===== config.mk =====
export PLATFORM = sky130hd
export DESIGN_NAME = except_result_sel
export DESIGN_NICKNAME = d
export VERILOG_FILES = /design/src/rtl/fpu_except_pkg.sv /design/src/rtl/except_res_fifo.sv /design/src/rtl/except_result_sel.sv
export SDC_FILE = /design/constraint.sdc
export NUM_CORES = 1
export LEC_CHECK = 0
export CORE_UTILIZATION = 47
export DETAILED_ROUTE_END_ITERATION = 10
export GPL_TIMING_DRIVEN = 0
export PLACE_DENSITY = 0.83
export SYNTH_ARGS = -nofsm -noshare
export SYNTH_HDL_FRONTEND = slang
export SYNTH_SLANG_ARGS = --single-unit

===== constraint.sdc =====
create_clock -name clk -period 5.8 [get_ports clk]
set_clock_uncertainty 0.2 [all_clocks]
set_input_delay 1.16 -clock clk [delete_from_list [all_inputs] [get_ports clk]]
set_output_delay 1.16 -clock clk [all_outputs]
set_load 0.02 [all_outputs]

===== src/rtl/fpu_except_pkg.sv =====
// Shared types and constants for the FPU exception/result-select stage.
package fpu_except_pkg;

  typedef enum logic [2:0] {
    ADD = 3'b000,
    SUB = 3'b001,
    MUL = 3'b010,
    DIV = 3'b011
  } fpu_op_e;

  typedef struct packed {
    logic inv;
    logic dz;
    logic ovf;
    logic unf;
    logic ine;
  } fpu_flags_t;

  typedef struct packed {
    logic [31:0] result;
    fpu_flags_t  flags;
  } res_entry_t;

  localparam logic [31:0] QNAN     = 32'h7FC0_0000;
  localparam logic [7:0]  EXP_ONES = 8'hFF;
  localparam logic [7:0]  EXP_ZERO = 8'h00;

  function automatic logic [31:0] signed_inf(input logic sign);
    return {sign, EXP_ONES, 23'h0};
  endfunction

endpackage


===== src/rtl/except_res_fifo.sv =====
// DEPTH-entry synchronous FIFO holding selected results and their exception flags.
module except_res_fifo
  import fpu_except_pkg::*;
#(
  parameter int unsigned DEPTH = 2
) (
  input  logic       clk_i,
  input  logic       rst_i,
  input  logic       push_i,
  input  res_entry_t data_i,
  output logic       ready_o,
  input  logic       pop_i,
  output logic       valid_o,
  output res_entry_t head_o
);

  localparam int unsigned AW = $clog2(DEPTH);
  localparam logic [AW:0] Full = (AW + 1)'(DEPTH);

  logic [AW-1:0] wr_ptr_q, rd_ptr_q;
  logic [AW:0]   count_q, count_d;
  res_entry_t    mem_q [DEPTH];
  logic          push_en, pop_en;

  assign ready_o = (count_q < Full);
  assign valid_o = (count_q != '0);
  assign head_o  = mem_q[rd_ptr_q];
  assign push_en = push_i & ready_o;
  assign pop_en  = pop_i & valid_o;

  always_comb begin
    count_d = count_q;
    unique case ({push_en, pop_en})
      2'b10:   count_d = count_q + (AW + 1)'(1);
      2'b01:   count_d = count_q - (AW + 1)'(1);
      default: count_d = count_q;
    endcase
  end

  // Storage is cleared on reset so the output reads zero while empty.
  always_ff @(posedge clk_i or posedge rst_i) begin
    if (rst_i) begin
      wr_ptr_q <= '0;
      rd_ptr_q <= '0;
      count_q  <= '0;
      for (int i = 0; i < DEPTH; i++) mem_q[i] <= '0;
    end else begin
      count_q <= count_d;
      if (push_en) begin
        mem_q[wr_ptr_q] <= data_i;
        wr_ptr_q        <= wr_ptr_q + AW'(1);
      end
      if (pop_en) rd_ptr_q <= rd_ptr_q + AW'(1);
    end
  end

endmodule


===== src/rtl/except_result_sel.sv =====
// Final IEEE-754 single result/flag selection with an output FIFO.
// Define EXCEPT_RES_FTZ_EN to flush denormal operands and results to zero.
module except_result_sel
  import fpu_except_pkg::*;
#(
  parameter logic [31:0] QNAN_DEFAULT = QNAN,
  parameter int unsigned DEPTH        = 2
) (
  input  logic        clk,
  input  logic        reset,
  input  logic        in_valid,
  output logic        in_ready,
  input  logic [2:0]  fpu_op,
  input  logic [31:0] opa,
  input  logic [31:0] opb,
  input  logic [31:0] norm_result,
  input  logic        norm_ovf,
  input  logic        norm_unf,
  input  logic        norm_ine,
  input  logic        inf,
  input  logic        ind,
  input  logic        qnan,
  input  logic        snan,
  input  logic        opa_nan,
  input  logic        opb_nan,
  input  logic        opa_00,
  input  logic        opb_00,
  input  logic        opa_inf,
  input  logic        opb_inf,
  input  logic        opa_dn,
  input  logic        opb_dn,
  output logic        out_valid,
  input  logic        out_ready,
  output logic [31:0] result,
  output logic        flg_inv,
  output logic        flg_dz,
  output logic        flg_ovf,
  output logic        flg_unf,
  output logic        flg_ine
);

  fpu_op_e    op;
  res_entry_t sel, head;
  logic       is_addsub, is_mul, is_div, is_rsvd;
  logic       a_zero, b_zero, eff_sign_b, sign_xor, invalid;
  logic       unused_cls;

  assign op         = fpu_op_e'(fpu_op);
  assign is_addsub  = (op == ADD) | (op == SUB);
  assign is_mul     = (op == MUL);
  assign is_div     = (op == DIV);
  assign is_rsvd    = fpu_op[2];
  assign eff_sign_b = opb[31] ^ (op == SUB);
  assign sign_xor   = opa[31] ^ opb[31];
  // qnan is implied by the per-operand NaN flags.
  assign unused_cls = qnan;

`ifdef EXCEPT_RES_FTZ_EN
  assign a_zero = opa_00 | opa_dn;
  assign b_zero = opb_00 | opb_dn;
`else
  logic unused_dn;
  assign unused_dn = opa_dn ^ opb_dn;
  assign a_zero    = opa_00;
  assign b_zero    = opb_00;
`endif

  assign invalid = (is_addsub & ind & (opa[31] != eff_sign_b))
                 | (is_mul & ((a_zero & opb_inf) | (b_zero & opa_inf)))
                 | (is_div & ((a_zero & b_zero) | ind))
                 | is_rsvd;

  always_comb begin
    sel = '0;
    if (opa_nan | opb_nan) begin
      sel.result    = opa_nan ? (opa | 32'h0040_0000) : (opb | 32'h0040_0000);
      sel.flags.inv = snan;
    end else if (invalid) begin
      sel.result    = QNAN_DEFAULT;
      sel.flags.inv = 1'b1;
    end else if (is_div & b_zero & ~opa_inf) begin
      sel.result   = signed_inf(sign_xor);
      sel.flags.dz = 1'b1;
    end else if (inf) begin
      if (is_addsub) begin
        sel.result = signed_inf(opa_inf ? opa[31] : eff_sign_b);
      end else if (is_div & opb_inf & ~opa_inf) begin
        sel.result = {sign_xor, 31'h0};
      end else begin
        sel.result = signed_inf(sign_xor);
      end
    end else begin
      sel.result    = norm_result;
      sel.flags.ovf = norm_ovf;
      sel.flags.unf = norm_unf;
      sel.flags.ine = norm_ine;
`ifdef EXCEPT_RES_FTZ_EN
      if ((norm_result[30:23] == EXP_ZERO) && (norm_result[22:0] != 23'h0)) begin
        sel.result    = {norm_result[31], 31'h0};
        sel.flags.unf = 1'b1;
        sel.flags.ine = 1'b1;
      end
`endif
    end
  end

  except_res_fifo #(
    .DEPTH(DEPTH)
  ) u_fifo (
    .clk_i   (clk),
    .rst_i   (reset),
    .push_i  (in_valid),
    .data_i  (sel),
    .ready_o (in_ready),
    .pop_i   (out_ready),
    .valid_o (out_valid),
    .head_o  (head)
  );

  assign result  = head.result;
  assign flg_inv = head.flags.inv;
  assign flg_dz  = head.flags.dz;
  assign flg_ovf = head.flags.ovf;
  assign flg_unf = head.flags.unf;
  assign flg_ine = head.flags.ine;

endmodule


# Word level (Yosys, flattened, before mapping)

Cells that the tools add are included.

Register bits after elaboration: 78
Output and inout port bits: 39

$add $sub $neg: 4
Order comparisons: 4
Equal/unequal tests: 6
Multiplexer cells: 21
Bitwise operators: 25
Reductions and logical operators: 4

Operators with widths:

| operator                                                   | number |
|---|---|
| two-way mux 32 bit                                         | 5 |
| two-way mux 37 bit                                         | 4 |
| bitwise mux 74 bit                                         | 1 |
| demux 37 bit (select 1 bit)                                | 1 |
| two-way mux 33 bit                                         | 1 |
| two-way mux 31 bit                                         | 1 |
| AND 1 bit                                                  | 13 |
| two-way mux 4 bit                                          | 2 |
| bitwise OR 1 bit                                           | 7 |
| == test 3 x 2 -> 1 bit, second input constant              | 2 |
| two-way mux 3 bit                                          | 2 |
| greater-or-equal comparator 2 bit, second input constant   | 2 |
| inverter 1 -> 2 bit                                        | 2 |
| case mux 2 bit (2 select lines)                            | 1 |
| nonzero test 2 bit                                         | 2 |
| == test 3 x 1 -> 1 bit, second input constant              | 1 |
| logical NOT 3 bit                                          | 1 |
| two-way mux 1 bit                                          | 3 |
| adder 1 bit, second input constant                         | 2 |
| adder 2 x 1 -> 2 bit, second input constant                | 1 |
| == test 2 x 1 -> 1 bit, second input constant              | 1 |
| == test 2 bit, second input constant                       | 1 |
| less-than comparator 2 x 1 -> 1 bit, second input constant | 1 |
| less-than comparator 2 bit, second input constant          | 1 |
| 5 further kinds                                            | 6 |

# Longest topological paths before layout

Word-level depth: 10
Mapped depth: 8
Mapped depth without buffers: 6

# Cells and area by module

A second synthesis with hierarchy kept.

Cell total of the unflattened synthesis: 329
Area, all modules: 4272.8 um^2

Modules (own cells, without submodules):

| module            | times used | cells an instance | area each (um^2) |
|---|---|---|---|
| except_res_fifo   | 1          | 213               | 3418.3 |
| except_result_sel | 1          | 116               | 854.6 |

# Worst setup path after synthesis

No wires, ideal clock.

Path type: input -> register
Start: in opb[31]
End: reg u_fifo.mem_q[62] (netlist name)
Arrival time: 2.738 ns
Required time: 5.463 ns
Setup slack: 2.725 ns
Stages on the path: 8
Cell sequence: buf_2 xnor3_2 o31ai_2 and4bb_1 buf_6 buf_8 a222oi_1 a21oi_1

Cells in the longest elaborated chain, start to end: 9

RTL lines:

| what                          | RTL line                | RTL |
|---|---|---|
| start, declared               | except_result_sel.sv:15 | `input logic [31:0] opb,` |
| XOR 1 bit                     | except_result_sel.sv:53 | `assign eff_sign_b = opb[31] ^ (op == SUB);` |
| inequality test 1 bit         | except_result_sel.sv:68 | `assign invalid = (is_addsub & ind & (opa[31] != eff_sign_b))` |
| AND 1 bit                     | except_result_sel.sv:68 |  |
| bitwise OR 1 bit              | except_result_sel.sv:69 | `\| (is_mul & ((a_zero & opb_inf) \| (b_zero & opa_inf)))` |
| bitwise OR 1 bit              | except_result_sel.sv:70 | `\| (is_div & ((a_zero & b_zero) \| ind))` |
| bitwise OR 1 bit              | except_result_sel.sv:71 | `\| is_rsvd;` |
| two-way mux 32 bit            | except_result_sel.sv:78 | `end else if (invalid) begin` |
| two-way mux 33 bit            | except_result_sel.sv:75 | `if (opa_nan \| opb_nan) begin` |
| bitwise mux 74 bit            | except_res_fifo.sv:50   | `mem_q[wr_ptr_q] <= data_i;` |
| end signal, assigned by index | except_res_fifo.sv:50   |  |
| end, declared                 | except_res_fifo.sv:22   | `res_entry_t mem_q [DEPTH];` |

No other way between the ends.
A chain may end at the register's enable or synchronous reset.

# Final worst setup path

Start: reg u_fifo.rd_ptr_q
End: out result[0]

Cells in the longest elaborated chain, start to end: 4

RTL lines:

| what                                                  | RTL line                | RTL |
|---|---|---|
| start, declared                                       | except_res_fifo.sv:20   | `logic [AW-1:0] wr_ptr_q, rd_ptr_q;` |
| start signal, assigned                                | except_res_fifo.sv:53   | `if (pop_en) rd_ptr_q <= rd_ptr_q + AW'(1);` |
| inverter 1 -> 2 bit (implied by the code)             | except_res_fifo.sv:27   | `assign head_o = mem_q[rd_ptr_q];` |
| two-way mux 37 bit (implied by the code) (3 in a row) | except_res_fifo.sv:27   |  |
| end, declared                                         | except_result_sel.sv:34 | `output logic [31:0] result,` |

No other way between the ends. The select of a mux whose other input is x is not followed.

==> impl_metrics.yaml <==
status:
  status: "complete, no violations"
sta:
  holdWs_ns: 0.279
  tightest_slew_ns: 1.05
  max_freq_mhz: 242
  hold_viol: 0
  max-slew-margin-rel_pct: 29.4
  finalSetupViolCount: 0
  slew_violations: 0
  min_period_ns: 4.13
  rsz0062_at_grt: "no"
  period_share_pct: 71.3
  tns_ns: 0
setup_path:
  r2r_slack_ns: 3.47
  r2r_start: "u_fifo.count_q[1]"
  r2r_cells: 6
  endpoint_kind: "primary output"
  worstSetupStartpointType: "flip-flop"
  cp_max_fo: 10
  cp.required_ns: 4.44
  reg2reg_to: "u_fifo.mem_q[42]"
  crit_arrival_ns: 2.77
  crit_type: "flip-flop to primary output"
global_route:
  grt_pass1_vias: 3988
  grt_util_met2_pct: 46.7
  grt_pass1_wl_mm: 19.0
  use_met1_pct: 35.4
  use_met3_pct: 6.20
  overflow: 0
  busiest_layer: "met2"
  grt_antenna_before_repair: 0
  grt_usage_pct: 28.1
  grt_max_degree: 79
finish:
  diodes: 0
  fin_area_um2: 5840
  nNetsFinal: 689
  fill_cells: 618
  syn_to_final_growth_pct: 45.6
  instances_no_fill: 679
  drive_gt1_share_pct: 10.6
detailed_routing:
  viasPerCell: 5.92
  drc: 0
  finalWirelength_mm: 12.3
  firstDrtPassIters: 7
  route.vias.total: 4021
  wire_per_inst_um: 18.2
  antenna_left: 0
  drt_iter0_drc: 276
die:
  die-height_um: 94.4
  coreArea_um2: 8260
  rows: 33
  fp.dieW_um: 94.4
  start_util_pct: 48.6
  io_pins: 157
  fp.dieArea_um2: 8910
logic_synthesis:
  synth_cell_types: 40
  syn-mean-instance-area_um2: 9.76
  synth_top_area_share_pct: 48.7
  syn_area_um2: 4010
  synth_enable_flop_cells: 0
  yosysWarnings: 0
  synth_cells: 411
  syn_nets: 530
  yosys.area.top_type: "dfrtp_1"
  ys_ff_latch: 78
  synth.area.top_cells: "dfrtp_1 (49%), mux2_2 (10%), a21oi_1 (5.7%)"
  synthArstFlopShare_pct: 100
  ys.flop_type: "dfrtp_1"
  seq_area_frac_synth_pct: 48.7
min_path:
  min-delay-start: "u_fifo.mem_q[32]"
  min_path_cells: 2
  hold_end: "u_fifo.mem_q[32]"
  hold_class: "flip-flop to flip-flop"
placement:
  gp_congestion: 0.818
  dpl.hpwl_mm: 8.95
  dp.cells: 664
  placed_area_um2: 5630
  port_buffers: 148
clocking:
  cts_num_sinks: 78
  clock_path_buffers: 2
  cts_root_buffer: "clkbuf_8"
  htreeDepth: 3
  cts_hold_buf: 0
  cts_tree: "built"
  cts_setup_buffers: 0
  path_clk_slew_ns: 0.08
  clkLatencyLatePin_ns: 0.35
  cts-buffers-inserted: 9
  cts_resized: 0
job:
  cap_violations: 0
pwr:
  p_leak_uw: 0.00236
  ir_drop_v: 0.000341
  power_density_nw_per_um2: 491
final cells by class:
| type | count | area, um2 | share of cell area [%] |
|---|---|---|---|
| Sequential cell | 78 | 1950 | 33.4 |
| Multi-Input combinational cell | 288 | 1860 | 31.8 |
| Tap cell | 105 | 131 | 2.25 |
| Buffer | 30 | 144 | 2.46 |
| Inverter | 15 | 58.8 | 1.01 |
| Timing Repair Buffer | 148 | 1480 | 25.4 |
| Clock buffer | 12 | 145 | 2.49 |
| Clock inverter | 3 | 68.8 | 1.18 |
cell usage in the layout, fill, tap and decap left out, drive strengths merged, types with 3 or more instances in the layout:
cell type,instances
o31ai,17
a22oi,8
inv,14
buf,7
o22ai,8
nand2,38
xor2,3
xnor2,3
a21oi,46
a31oi,3
clkdlybuf4s50,148
nor2,50
mux2,37
a222oi,22
o21ai,22
dfrtp,78
clkbuf,35
nor3,10
kinds of logic (layout without fill, tap and decap cells):
logic type	count (synthesis)	count (layout)	share of synthesized area [%]
AOI/OAI and AO/OA	132	132	21.9
xor gates and xnor gates	7	7	1.90
adders and majority gates	1	1	0.312
buffers and inverters	45	208	4.99
DFF	78	78	48.7
muxes	37	37	10.4
and+or+nand+nor	111	111	11.9
cells in the mapped netlist, drive strengths merged (7+ instances only):
master and instances:
nor3 10, inv 14, nor2 50, a21oi 46
buf 7, a222oi 22, o22ai 8, a22oi 8
dfrtp 78, clkbuf 23, o21ai 22, nand2 38
mux2 37, o31ai 17
sequential cells by signal (all words and copies together) (netlist names):
signal           count
u_fifo.count_q       2
u_fifo.mem_q        74
u_fifo.rd_ptr_q      1
u_fifo.wr_ptr_q      1
power breakdown:
part           internal, uW  switching, uW  leakage, uW  total [uW]
registers               797            127     0.000925         924
clock network           253            194     0.000107         447
logic                   726            770      0.00133        1500
total                  1780           1090      0.00236        2870
metal layers:
layer	vias to the layer above	routed length [um]	part of all wire, %
met4	0	333	2.7
met1	1977	5110	41
met5	-	0	0
met2	177	6130	50
li1	1834	-	-
met3	33	755	6.1
worst max-delay path: stages, from the launching register on:
cell and delay (ns):
dfrtp_1 0.35, clkbuf_1 0.50, clkbuf_1 0.60, mux2_2 0.42, clkdlybuf4s50_1 0.55
worst max-delay path by stage:
stage	startpoint	end	slack [ns]	cells after the start
2_1_floorplan	reset	u_fifo.count_q[0]	2.44	1
3_3_place_gp	reset	u_fifo.mem_q[51]	1.38	2
3_5_place_dp	fpu_op[0]	u_fifo.mem_q[57]	1.90	8
4_1_cts	u_fifo.rd_ptr_q	result[0]	1.67	4
5_1_grt	u_fifo.rd_ptr_q	result[24]	1.58	4
6_report	u_fifo.rd_ptr_q	result[0]	1.67	4
per-stage QoR:
stage,power [uW],worst slack (ns),util [%]
after floorplan,1780,2.44,-
after global placement,2360,1.38,68.1
after detailed placement,2420,1.90,68.1
after CTS,2870,1.67,70.7
after global routing,3030,1.58,70.7
final,2870,1.67,70.7
Power figures use the tool's default switching activity.
